## src/rtl/alu_op_sequencer.sv

```systemverilog
// Front-panel sequencer for the Nexys4 ALU: debounced buttons, operand/opcode entry,
// and a start/done handshake with timeout whose result is held for display.
module alu_op_sequencer #(
  parameter int DEB_CYCLES = 4,
  parameter int WIDTH      = 8,
  parameter int TIMEOUT    = 16
) (
  input  logic               clk,
  input  logic               rst,
  input  logic               BTNC,
  input  logic               BTNU,
  input  logic               BTND,
  input  logic               BTNL,
  input  logic               BTNR,
  input  logic [WIDTH-1:0]   sw,
  input  logic               alu_done,
  input  logic [2*WIDTH-1:0] alu_result,
  output logic [WIDTH-1:0]   op_a,
  output logic [WIDTH-1:0]   op_b,
  output logic [3:0]         opcode,
  output logic               alu_start,
  output logic [2*WIDTH-1:0] result,
  output logic               err,
  output logic [2:0]         state
);

  localparam logic [2:0] S_IDLE   = 3'd0;
  localparam logic [2:0] S_LOAD_A = 3'd1;
  localparam logic [2:0] S_LOAD_B = 3'd2;
  localparam logic [2:0] S_SEL_OP = 3'd3;
  localparam logic [2:0] S_EXEC   = 3'd4;
  localparam logic [2:0] S_SHOW   = 3'd5;

  localparam int CW = (DEB_CYCLES < 2) ? 1 : $clog2(DEB_CYCLES + 1);
  localparam int TW = $clog2(TIMEOUT + 1);

  // Button index order doubles as priority order: C, R, L, U, D.
  logic [4:0] w_raw;
  logic [4:0] w_press;
  logic [4:0] w_win;

  assign w_raw = {BTND, BTNU, BTNL, BTNR, BTNC};

  generate
    for (genvar gi = 0; gi < 5; gi++) begin : g_btn
      logic          r_s1;
      logic          r_s2;
      logic          r_deb;
      logic          r_deb_d;
      logic [CW-1:0] r_cnt;

      always_ff @(posedge clk) begin
        if (rst) begin
          r_s1    <= 1'b0;
          r_s2    <= 1'b0;
          r_deb   <= 1'b0;
          r_deb_d <= 1'b0;
          r_cnt   <= '0;
        end else begin
          r_s1    <= w_raw[gi];
          r_s2    <= r_s1;
          r_deb_d <= r_deb;
          if (r_s2 == r_deb) begin
            r_cnt <= '0;
          end else if (r_cnt == CW'(DEB_CYCLES - 1)) begin
            r_deb <= r_s2;
            r_cnt <= '0;
          end else begin
            r_cnt <= r_cnt + 1'b1;
          end
        end
      end

      assign w_press[gi] = r_deb & ~r_deb_d;
    end
  endgenerate

  always_comb begin
    w_win = '0;
    if      (w_press[0]) w_win[0] = 1'b1;
    else if (w_press[1]) w_win[1] = 1'b1;
    else if (w_press[2]) w_win[2] = 1'b1;
    else if (w_press[3]) w_win[3] = 1'b1;
    else if (w_press[4]) w_win[4] = 1'b1;
  end

  logic w_c, w_r, w_l, w_u, w_d;
  assign {w_d, w_u, w_l, w_r, w_c} = w_win;

  logic [2:0]         r_state;
  logic [WIDTH-1:0]   r_op_a;
  logic [WIDTH-1:0]   r_op_b;
  logic [3:0]         r_opcode;
  logic               r_alu_start;
  logic [2*WIDTH-1:0] r_result;
  logic               r_err;
  logic [TW-1:0]      r_tcnt;

  always_ff @(posedge clk) begin
    if (rst) begin
      r_state     <= S_IDLE;
      r_op_a      <= '0;
      r_op_b      <= '0;
      r_opcode    <= '0;
      r_alu_start <= 1'b0;
      r_result    <= '0;
      r_err       <= 1'b0;
      r_tcnt      <= '0;
    end else begin
      r_alu_start <= 1'b0;
      case (r_state)
        S_IDLE: begin
          if (w_c) r_state <= S_LOAD_A;
        end
        S_LOAD_A: begin
          if (w_c) begin
            r_op_a  <= sw;
            r_state <= S_LOAD_B;
          end
        end
        S_LOAD_B: begin
          if (w_c) begin
            r_op_b  <= sw;
            r_state <= S_SEL_OP;
          end else if (w_r) begin
            r_state <= S_LOAD_A;
          end
        end
        S_SEL_OP: begin
          if (w_c) begin
            r_state     <= S_EXEC;
            r_alu_start <= 1'b1;
            r_tcnt      <= '0;
          end else if (w_r) begin
            r_state <= S_LOAD_A;
          end else if (w_l) begin
            r_opcode <= 4'd0;
          end else if (w_u) begin
            r_opcode <= r_opcode + 4'd1;
          end else if (w_d) begin
            r_opcode <= r_opcode - 4'd1;
          end
        end
        S_EXEC: begin
          // The launch cycle itself never samples alu_done.
          if (!r_alu_start) begin
            if (alu_done) begin
              r_result <= alu_result;
              r_err    <= 1'b0;
              r_state  <= S_SHOW;
            end else if (r_tcnt == TW'(TIMEOUT - 1)) begin
              r_result <= '0;
              r_err    <= 1'b1;
              r_state  <= S_SHOW;
            end else begin
              r_tcnt <= r_tcnt + 1'b1;
            end
          end
        end
        S_SHOW: begin
          if (w_c) begin
            r_state     <= S_EXEC;
            r_alu_start <= 1'b1;
            r_tcnt      <= '0;
          end else if (w_l) begin
            r_state <= S_SEL_OP;
          end else if (w_r) begin
            r_state <= S_LOAD_A;
          end
        end
        default: r_state <= S_IDLE;
      endcase
    end
  end

  assign op_a      = r_op_a;
  assign op_b      = r_op_b;
  assign opcode    = r_opcode;
  assign alu_start = r_alu_start;
  assign result    = r_result;
  assign err       = r_err;
  assign state     = r_state;

endmodule

```

## config.mk

```make
export PLATFORM = sky130hd
export DESIGN_NAME = alu_op_sequencer
export DESIGN_NICKNAME = d
export VERILOG_FILES = /design/src/rtl/alu_op_sequencer.sv
export SDC_FILE = /design/constraint.sdc
export NUM_CORES = 1
export LEC_CHECK = 0
export CORE_UTILIZATION = 49
export CTS_CLUSTER_DIAMETER = 100
export CTS_CLUSTER_SIZE = 10
export DETAILED_ROUTE_END_ITERATION = 8
export PLACE_DENSITY = 0.78
export SLEW_MARGIN = 20
export SYNTH_ARGS = -nofsm -noshare
export SYNTH_HDL_FRONTEND = slang
export SYNTH_SLANG_ARGS = --single-unit
```

## constraint.sdc

```tcl
create_clock -name clk -period 3.05 [get_ports clk]
set_clock_uncertainty 0.2 [all_clocks]
set_input_delay 0.61 -clock clk [delete_from_list [all_inputs] [get_ports clk]]
set_output_delay 0.61 -clock clk [all_outputs]
set_load 0.01 [all_outputs]
```

==> out/metrics.csv <==
stage,metric,value,unit
pwr,Psw,0.396,mW
yosys,Synth area leader,dfxtp_1,
pwr,Combinational Power Share,0.039,
yosys,top post-synthesis cells by count,"dfxtp_1 (81), nor2_1 (49), a21oi_1 (25), nand2_1 (24), mux2i_1 (21)",
die,Starting Density,0.521,
timing,RSZ-0062 raised after global routing,false,
placement,IO Port Bufs,72,
yosys,"Avg Cell Area, Syn",9.45,um2
setup_path,WP depth,1,
yosys,ys flop type,dfxtp_1,
clock_tree,Max Root-Sink Buffers,2,
setup_path,Reg2Reg Depth,8,
yosys,asr flop ratio synth,0,
pwr,total power,1.93,mW
placement,Post-DP HPWL,4380,um
timing,Worst-Margin Slew,0.640,ns
die,row cnt,28,
cells_and_area,final net count,454,
yosys,Mapped Area,3180,um2
setup_path,CP Buf/Inv Count,1,
cells_and_area,layout cells sized above 1,0.0728,
yosys,top post-synthesis cells by area,"dfxtp_1 (51%), mux2i_1 (6.6%), nor2_1 (5.8%)",
pwr,clock network fraction of total power,0.408,
die,die width,82.5,um
clock_tree,hold_buf cts,0,
timing,Pins Over Slew Limit,0,
global_route,largest net degree at the start of global routing,39,
setup_path,critical path endpoint category,output pin,
global_route,Tot GR Track Use,0.200,
setup_path,critical path cell sequence,clkdlybuf4s50_1,
setup_path,Critical Path RT,2.24,ns
yosys,YS warnings,0,
setup_path,CP arrival,1.67,ns
global_route,grt ovf,0,
clock_tree,CTS resizes,0,
timing,Fmax,403,MHz
clock_tree,clock tree sinks,81,
status,status,"complete, no violations",
timing,# setup viols final,0,
setup_path,cell with the largest stage delay on the worst path,dfxtp_1,
timing,final worst setup slack,0.570,ns
timing,final hold viol count,0,
clock_tree,H-tree levels,3,
min_path,min-delay worst type,reg2reg,
clock_tree,CTS clock-pin slew for the worst setup and hold paths,0.07,ns
routing,DR DRC count,0,
yosys,Yosys top cell area share,0.510,
routing,post-route ant nets,0,
die,Top Ports,73,
setup_path,startpoint types,register,
cells_and_area,n_diodes,0,
timing,crit share post-route,0.813,
routing,Via Count,2456,
clock_tree,CTS tree,done,
yosys,syn_nets,383,
global_route,initial antenna violation count,0,
global_route,number of global-route vias before repair,2400,
yosys,Post-synth EDFFs,0,
pwr,Pwr per Cell Area,465,nW/um2
pwr,Peak supply drop,333,uV
setup_path,Crit Path Class,reg2out,
timing,crit path time final,2.48,ns
min_path,Hold Crit Depth,1,
routing,WL per Instance,12.4,um
routing,first drt pass iteration count,6,
yosys,synth unique cells,42,
setup_path,"CP delay by family, top",flip-flops,
yosys,Yosys reg bits,81,
die,core area,6100,um2
global_route,global-route wire length before repair,10200,um
cells_and_area,fillers,504,
yosys,dominant cell by count in the synthesized netlist,dfxtp_1,
job,max_cap viols,0,
timing,setup TNS,0,ns
clock_tree,clk root buf,clkbuf_8,
placement,Place WS,0.494,ns
routing,number of DRC markers in iteration 0,101,
placement,RePlAce Congestion,0.755,
setup_path,slowest cell delay on critical path,0.67,ns
yosys,cell count after synthesis,336,
die,die area,6810,um2
pwr,Pleak,1.59,nW
timing,Rel. slew slack,0.574,
clock_tree,CTS buffer count,9,
die,Die H,82.5,um
yosys,post-synthesis sequential area ratio,0.510,
pwr,Seq pwr share,0.554,
routing,routed wire length,6030,um
routing,vias per std cell,5.04,
pwr,Internal,1.53,mW
pwr,Switching Share,0.205,
clock_tree,post-CTS setup buffer count,0,
clock_tree,clock latency on the worst-skew pair,0.34,ns
cells_and_area,area growth from synthesis to layout,30.7,%
setup_path,"Max FO, Critical Path",15,
==> placed cells by master, fill, tap and decap left out, types with 2 or more instances in the layout <==
| cell | n |
|---|---|
| nand3_1 | 20 |
| o21ai_0 | 3 |
| clkbuf_8 | 11 |
| o31ai_1 | 2 |
| or4_1 | 2 |
| nand2b_1 | 7 |
| or3_1 | 8 |
| or4b_2 | 2 |
| nor2_1 | 49 |
| xor2_1 | 4 |
| a31oi_1 | 2 |
| inv_1 | 15 |
| nor2b_1 | 16 |
| buf_4 | 5 |
| ha_1 | 14 |
| a21oi_1 | 25 |
| xnor2_1 | 5 |
| clkdlybuf4s50_1 | 71 |
| dfxtp_1 | 81 |
| nand2_1 | 24 |
| mux2i_1 | 21 |
==> cells by family (layout without fill, tap and decap cells) <==
group,Yosys count,after routing,synth area share
DFF,81,81,0.510
adders and majority gates,15,15,0.0614
xor gates and xnor gates,9,9,0.0248
muxes,21,21,0.0662
AOI/OAI and AO/OA,38,38,0.0693
buffers and inverters,32,108,0.0425
and+or+nand+nor,140,140,0.225
==> final timing paths <==
path	start	endpoint	slack [ns]
hold / removal	g_btn[0].r_cnt[0]$_SDFF_PP0_	g_btn[0].r_cnt[0]$_SDFF_PP0_	0.22
hold reg to reg	g_btn[0].r_cnt[0]$_SDFF_PP0_	g_btn[0].r_cnt[0]$_SDFF_PP0_	0.22
setup reg to reg	g_btn[3].r_deb$_SDFFE_PP0P_	opcode[3]$_SDFFE_PP0P_	0.63
setup / recovery	state[0]$_SDFFE_PP0P_	state[0]	0.57
==> per-stage QoR <==
stage	cell area (um2)	utilization	std cells	hold slack, ns
6_report	4150	0.681	487	0.223
5_1_grt	4150	0.681	487	0.256
4_1_cts	4150	0.681	487	0.233
3_5_place_dp	3950	0.647	471	0.222
3_3_place_gp	3950	0.647	471	0.207
2_1_floorplan	3180	-	336	0.199
==> metal layers <==
metal / wire, um / GRT usage / vias to the layer above
li1: - / - / 1266
met1: 2610 / 0.222 / 1115
met2: 2890 / 0.346 / 68
met3: 460 / 0.0670 / 7
met4: 70 / 0.0879 / 0
met5: 0 / 0 / -
==> power groups by stage <==
| stage | Clock (mW) | Combinational [mW] | Sequential (mW) |
|---|---|---|---|
| after global routing | 0.857 | 0.0827 | 1.07 |
| after CTS | 0.813 | 0.0759 | 1.07 |
| after global placement | 0 | 0.0742 | 1.09 |
| final | 0.786 | 0.0748 | 1.07 |
| after floorplan | 0 | 0.0274 | 1.09 |
| after detailed placement | 0 | 0.0755 | 1.09 |
==> cell type report <==
| cell class | count | area, um2 | share of cell area |
|---|---|---|---|
| clock buffer | 12 | 155 | 0.0374 |
| tap | 75 | 93.8 | 0.0226 |
| sequential | 81 | 1620 | 0.391 |
| clock inverter | 4 | 51.3 | 0.0124 |
| inverter | 15 | 56.3 | 0.0136 |
| multi-input combinational | 223 | 1420 | 0.342 |
| timing repair buffer | 77 | 753 | 0.181 |
==> state kept, by name (all words and copies together), names as in the netlist, 4 cells and up <==
signal	cells
g_btn.r_cnt	15
g_btn.r_deb	5
g_btn.r_deb_d	5
g_btn.r_s1	5
g_btn.r_s2	5
op_a	8
op_b	8
opcode	4
r_tcnt	5
result	16
Note: power is estimated with default switching activity, not from simulation.
